`src/rtl/dtree_seq_pkg.sv`:
```
// Shared types and constants for the decision-tree frame sequencer.
// State encodings, default frame geometry and counter width helper.
package dtree_seq_pkg;

  localparam int N_FEAT_D  = 5;
  localparam int FEAT_W_D  = 8;
  localparam int CLASS_W_D = 5;

  typedef logic [1:0] state_t;

  localparam state_t COLLECT = 2'd0;
  localparam state_t DRAIN   = 2'd1;
  localparam state_t EVAL    = 2'd2;
  localparam state_t OUT     = 2'd3;

  // bits needed to count 0..n-1, never less than one
  function automatic int cnt_w(input int n);
    return (n <= 2) ? 1 : $clog2(n);
  endfunction

endpackage

```
`src/rtl/dtree_feat_bank.sv`:
```
// N_FEAT x FEAT_W feature register file, flattened onto the tree bus.
// Single write port by index; synchronous clear wins over write.
module dtree_feat_bank
  import dtree_seq_pkg::*;
#(
  parameter int N_FEAT = N_FEAT_D,
  parameter int FEAT_W = FEAT_W_D,
  parameter int IDX_W  = cnt_w(N_FEAT)
) (
  input  logic                     clk,
  input  logic                     clr,
  input  logic                     we,
  input  logic [IDX_W-1:0]         idx,
  input  logic [FEAT_W-1:0]        wdata,
  output logic [N_FEAT*FEAT_W-1:0] feat
);

  logic [N_FEAT*FEAT_W-1:0] feat_d;
  logic [N_FEAT*FEAT_W-1:0] feat_q;

  always_comb begin
    feat_d = feat_q;
    if (clr) begin
      feat_d = '0;
    end else if (we) begin
      for (int k = 0; k < N_FEAT; k++) begin
        if (idx == IDX_W'(k)) feat_d[k*FEAT_W +: FEAT_W] = wdata;
      end
    end
  end

  always_ff @(posedge clk) begin
    feat_q <= feat_d;
  end

  assign feat = feat_q;

endmodule

```
`src/rtl/dtree_frame_sequencer.sv`:
```
// Serial feature collector and result stage for a combinational tree.
// Optional idle timeout on partial frames: DTREE_SEQ_TIMEOUT_EN.
module dtree_frame_sequencer
  import dtree_seq_pkg::*;
#(
  parameter int N_FEAT   = N_FEAT_D,
  parameter int FEAT_W   = FEAT_W_D,
  parameter int CLASS_W  = CLASS_W_D,
  parameter int TREE_LAT = 1,
  parameter int TIMEOUT  = 255
) (
  input  logic                     clk,
  input  logic                     rst,
  input  logic                     s_valid,
  output logic                     s_ready,
  input  logic [FEAT_W-1:0]        s_data,
  input  logic                     s_last,
  output logic [N_FEAT*FEAT_W-1:0] tree_feat,
  input  logic [CLASS_W-1:0]       tree_class,
  output logic                     m_valid,
  input  logic                     m_ready,
  output logic [CLASS_W-1:0]       m_class,
  output logic                     err,
  output logic                     busy
);

  localparam int CW = cnt_w(N_FEAT);
  localparam int LW = cnt_w(TREE_LAT);
  localparam logic [CW-1:0] LAST_IDX = CW'(N_FEAT - 1);
  localparam logic [LW-1:0] LAT_END  = LW'(TREE_LAT - 1);

  state_t state_d, state_q;
  logic [CW-1:0] cnt_d, cnt_q;
  logic [LW-1:0] lat_d, lat_q;
  logic m_valid_d, m_valid_q;
  logic [CLASS_W-1:0] m_class_d, m_class_q;
  logic err_d, err_q;
  logic we;
  logic accept;

`ifdef DTREE_SEQ_TIMEOUT_EN
  localparam int TW = $clog2(TIMEOUT + 1);
  localparam logic [TW-1:0] TMO_END = TW'(TIMEOUT - 1);
  logic [TW-1:0] tmo_d, tmo_q;
`endif

  assign s_ready = (state_q == COLLECT) || (state_q == DRAIN);
  assign accept  = s_valid && s_ready;

  always_comb begin
    state_d   = state_q;
    cnt_d     = cnt_q;
    lat_d     = lat_q;
    m_valid_d = m_valid_q;
    m_class_d = m_class_q;
    err_d     = 1'b0;
    we        = 1'b0;
    unique case (state_q)
      COLLECT: begin
        if (accept) begin
          we = 1'b1;
          if (cnt_q == LAST_IDX) begin
            cnt_d = '0;
            if (s_last) begin
              state_d = EVAL;
            end else begin
              err_d   = 1'b1;
              state_d = DRAIN;
            end
          end else if (s_last) begin
            // short frame: keep what was written, launch nothing
            cnt_d = '0;
            err_d = 1'b1;
          end else begin
            cnt_d = cnt_q + 1'b1;
          end
        end
      end
      DRAIN: begin
        if (accept && s_last) state_d = COLLECT;
      end
      EVAL: begin
        if (lat_q == LAT_END) begin
          lat_d     = '0;
          m_class_d = tree_class;
          m_valid_d = 1'b1;
          state_d   = OUT;
        end else begin
          lat_d = lat_q + 1'b1;
        end
      end
      OUT: begin
        if (m_ready) begin
          m_valid_d = 1'b0;
          state_d   = COLLECT;
        end
      end
      default: state_d = COLLECT;
    endcase

`ifdef DTREE_SEQ_TIMEOUT_EN
    tmo_d = '0;
    if (state_q == COLLECT && cnt_q != '0 && !accept) begin
      if (tmo_q == TMO_END) begin
        cnt_d = '0;
        err_d = 1'b1;
      end else begin
        tmo_d = tmo_q + 1'b1;
      end
    end
`endif
  end

  always_ff @(posedge clk) begin
    if (rst) begin
      state_q   <= COLLECT;
      cnt_q     <= '0;
      lat_q     <= '0;
      m_valid_q <= 1'b0;
      m_class_q <= '0;
      err_q     <= 1'b0;
    end else begin
      state_q   <= state_d;
      cnt_q     <= cnt_d;
      lat_q     <= lat_d;
      m_valid_q <= m_valid_d;
      m_class_q <= m_class_d;
      err_q     <= err_d;
    end
  end

`ifdef DTREE_SEQ_TIMEOUT_EN
  always_ff @(posedge clk) begin
    if (rst) tmo_q <= '0;
    else     tmo_q <= tmo_d;
  end
`endif

  dtree_feat_bank #(
    .N_FEAT(N_FEAT),
    .FEAT_W(FEAT_W),
    .IDX_W (CW)
  ) u_bank (
    .clk  (clk),
    .clr  (rst),
    .we   (we),
    .idx  (cnt_q),
    .wdata(s_data),
    .feat (tree_feat)
  );

  assign m_valid = m_valid_q;
  assign m_class = m_class_q;
  assign err     = err_q;
  assign busy    = (state_q != COLLECT) || (cnt_q != '0);

endmodule

```
`config.mk`:
```
export PLATFORM = sky130hd
export DESIGN_NAME = dtree_frame_sequencer
export DESIGN_NICKNAME = d
export VERILOG_FILES = /design/src/rtl/dtree_seq_pkg.sv /design/src/rtl/dtree_feat_bank.sv /design/src/rtl/dtree_frame_sequencer.sv
export SDC_FILE = /design/constraint.sdc
export NUM_CORES = 1
export LEC_CHECK = 0
export CAP_MARGIN = 40
export CORE_ASPECT_RATIO = 0.75
export CORE_MARGIN = 10
export CORE_UTILIZATION = 46
export DETAILED_ROUTE_END_ITERATION = 12
export PLACE_DENSITY = 0.78
export SLEW_MARGIN = 20
export SYNTH_ARGS = -nofsm -noshare
export SYNTH_HDL_FRONTEND = slang
export SYNTH_HIERARCHICAL = 1
export SYNTH_SLANG_ARGS = --single-unit
```
`constraint.sdc`:
```
create_clock -name clk -period 1.9 [get_ports clk]
set_input_delay 0.19 -clock clk [delete_from_list [all_inputs] [get_ports clk]]
set_output_delay 0.19 -clock clk [all_outputs]
set_load 0.03 [all_outputs]
```
==> key figures <==
Global route
  – Initial antenna violation count: 0
  – GR Overflow Total: 0
  – Vias in the first global route: 1651
  – Largest net degree at the start of global routing: 61
  – First-pass GRT wire length: 8600 µm
  – Gr usage total: 13.4%

Run
  – Maxcap violations: 0

Setup path
  – CP max FO: 8
  – Crit-path slowest cell: clkdlybuf4s50_1
  – CP required: 2.12 ns
  – Worst-path cell chain: clkdlybuf4s50_1 > or3b_4 > inv_2 > buf_4 > nor4bb_1 > buf_4 > mux2i_1
  – Crit. End Element: flip-flop
  – Crit Path Class: in -> reg
  – Top cell family by delay on the critical path: buffers and inverters
  – Delay of the slowest critical-path stage: 0.49 ns
  – Crit path top cell by count: buf_4
  – Nature of the critical path startpoint: input port
  – Crit path buf inv count: 4
  – Crit path DAT: 1.96 ns

Detailed routing
  – DRT Wirelength: 5370 µm
  – DR vias: 1673
  – Vias per cell: 4.92
  – DRC viols: 0
  – Antenna-violating nets left: 0
  – Avg WL per Cell: 15.8 µm
  – Drt pass-1 iters: 4
  – 1st-iter DRT viols: 61

STA
  – Setup TNS: 0 ns
  – FMAX: 578 MHz
  – Fin crit share: 91.1%
  – Pins Over Slew Limit: 0
  – Final Hold Fails: 0
  – Final-report setup violation count: 0
  – Max-slew headroom at the worst pin: 76.9%
  – RSZ-0062 raised after global routing: no
  – Worst clock skew: 0.00785 ns
  – Minimum clock period: 1.73 ns
  – Final setup margin: 0.169 ns
  – Worst-Margin Slew: 0.345 ns

Cells and area
  – Most frequent cells in the layout: 65 x clkdlybuf4s50_1, 52 x dfxtp_1, 48 x nand2b_1, 45 x mux2i_1, 16 x buf_4
  – Area delta synth->final: 41.3%
  – Layout cells sized above 1: 9.89%
  – Ant. Diodes: 0
  – Fill count: 372
  – Commonest non-fill, non-tap cell in the layout: clkdlybuf4s50_1
  – Fin util: 67.8%
  – Area taken by multi-input logic gates: 1030 µm²
  – Final nets: 302
  – Final design area excluding fillers: 3050 µm²
  – Sequential Area: 1040 µm²

Pwr
  – Logic gate share of total power: 12.3%
  – P_int: 1.53 mW
  – Leak: 1.27 nW
  – NetSw: 0.482 mW
  – Pwr/cell area: 660 nW/µm²
  – VDD IR max: 0.349 mV
  – Sw frac: 23.9%
  – Sequential power share: 55.8%
  – Clock power share: 32.0%

Floorplanning
  – Core Area: 4490 µm²
  – Initial Util: 48.0%
  – Die Span X: 99.1 µm
  – Rows: 21
  – Die area: 7860 µm²
  – # IOs: 67
  – Die height: 79.3 µm

Clock tree
  – Setup Fix Bufs, Post-CTS: 0
  – CTS buffer count: 5
  – Clk pin slew, worst setup/hold paths: 0.09 ns
  – Clock tree buffer depth: 2
  – TritonCTS clock tree: built
  – H-tree depth: 2
  – Skew-Pair Late Insertion Delay: 0.30 ns
  – Root Buffer: clkbuf_8
  – Sink Count: 52

Place
  – Pre-CTS setup slack: -0.130 ns
  – Routability Congestion: 0.726
  – Area after DPL: 2960 µm²
  – Buffers added on ports: 66
  – Post-DP HPWL: 3920 µm

Synthesis
  – Asr flop ratio synth: 0%
  – Top FF cell, synth: dfxtp_1
  – Cells after synthesis: 206
  – Number of synthesis warnings: 6
  – Mapped cell area: 2160 µm²
  – Synth Register Bits: 52
  – Syn nets: 226
  – Sequential area share after synthesis: 48.3%
  – Unique masters post-synth: 25
  – EDFF count, synth: 0
  – Syn_area_per_cell: 10.5 µm²

Hold path
  – Worst hold path type: reg -> reg

Run status
  – Outcome: finished, final reports clean
-- cell usage after synthesis, types with 2 or more instances --
cell       count  area share, %
nand3_1        3           0.70
o21ai_0        2           0.46
inv_1          3           0.52
nand2b_1      48             14
clkbuf_1      10            1.7
dfxtp_1       52             48
ha_1           2            1.2
a21oi_1        6            1.4
nand2_1        7            1.2
buf_2          2           0.46
or4b_1         3            1.4
buf_6          2            1.0
nand4bb_1      3            1.6
mux2i_1       45             21
nor2_1         6            1.0
nor3_1         3           0.70
-- path summary, 6_finish.rpt --
kind | start | endpoint | slack [ns] | cells past startpoint
hold / removal | u_bank/feat[20] | u_bank/feat[20] | 0.48 | 2
hold reg to reg | u_bank/feat[20] | u_bank/feat[20] | 0.48 | 2
setup / recovery | s_valid | u_bank/feat[19] | 0.17 | 7
setup reg to reg | state_q[1] | u_bank/feat[19] | 0.20 | 6
-- metal layers --
metal	track usage (%)	part of all wire, %	vias up
met5	0	0	-
met4	3.43	0.67	0
met3	6.75	9.6	5
met2	21.2	46	50
met1	15.7	44	775
li1	-	-	843
-- state kept, by name, summed over array words and instances (netlist names) --
name	flops
state_q	2
err	1
m_valid	1
u_bank/feat	40
cnt_q	3
m_class	5
-- cell families (layout without fill, tap and decap cells) --
kind of cell    count (synthesis)  in the layout  share of synthesized area (%)
simple gates                   79             79                           23.1
flops                          52             52                           48.3
mux                            45             45                           20.9
buf+inv                        18             95                           3.94
compound gates                  9              9                           2.26
fa+ha+maj                       2              2                           1.16
xor+xnor                        1              1                          0.406
-- metrics by stage --
step                      instances  hold slack (ns)  power, mW
after floorplan                 206            0.269       1.28
after global placement          332            0.462       1.39
after detailed placement        332            0.466       1.40
after CTS                       340            0.480       2.03
after global routing            340            0.498       2.09
final                           340            0.478       2.01
-- final cells by class --
class / instances / share of cell area [%]
Inverter: 4 / 0.493
Clock inverter: 1 / 0.246
Clock buffer: 7 / 2.83
Timing Repair Buffer: 83 / 26.1
Tap cell: 57 / 2.34
Multi-Input combinational cell: 136 / 33.8
Sequential cell: 52 / 34.2
-- power by group through the flow --
stage          clock network (mW)  logic, mW  registers (mW)
2_1_floorplan                   0     0.0930            1.19
3_3_place_gp                    0      0.248            1.15
3_5_place_dp                    0      0.249            1.15
4_1_cts                     0.662      0.249            1.12
5_1_grt                     0.700      0.262            1.13
6_report                    0.643      0.246            1.12
-- tightest hold or removal path, cell delays in order, from the launching register on --
cell and delay, ns:
dfxtp_1 0.32, nand2b_1 0.06, mux2i_1 0.06
-- timing repair --
item                       CTS  global route
setup endpoints to repair    1             1
hold buffers                 0             0
cloned                       0             0
gates resized for setup      1             2
(Power assumes the default switching activity.)
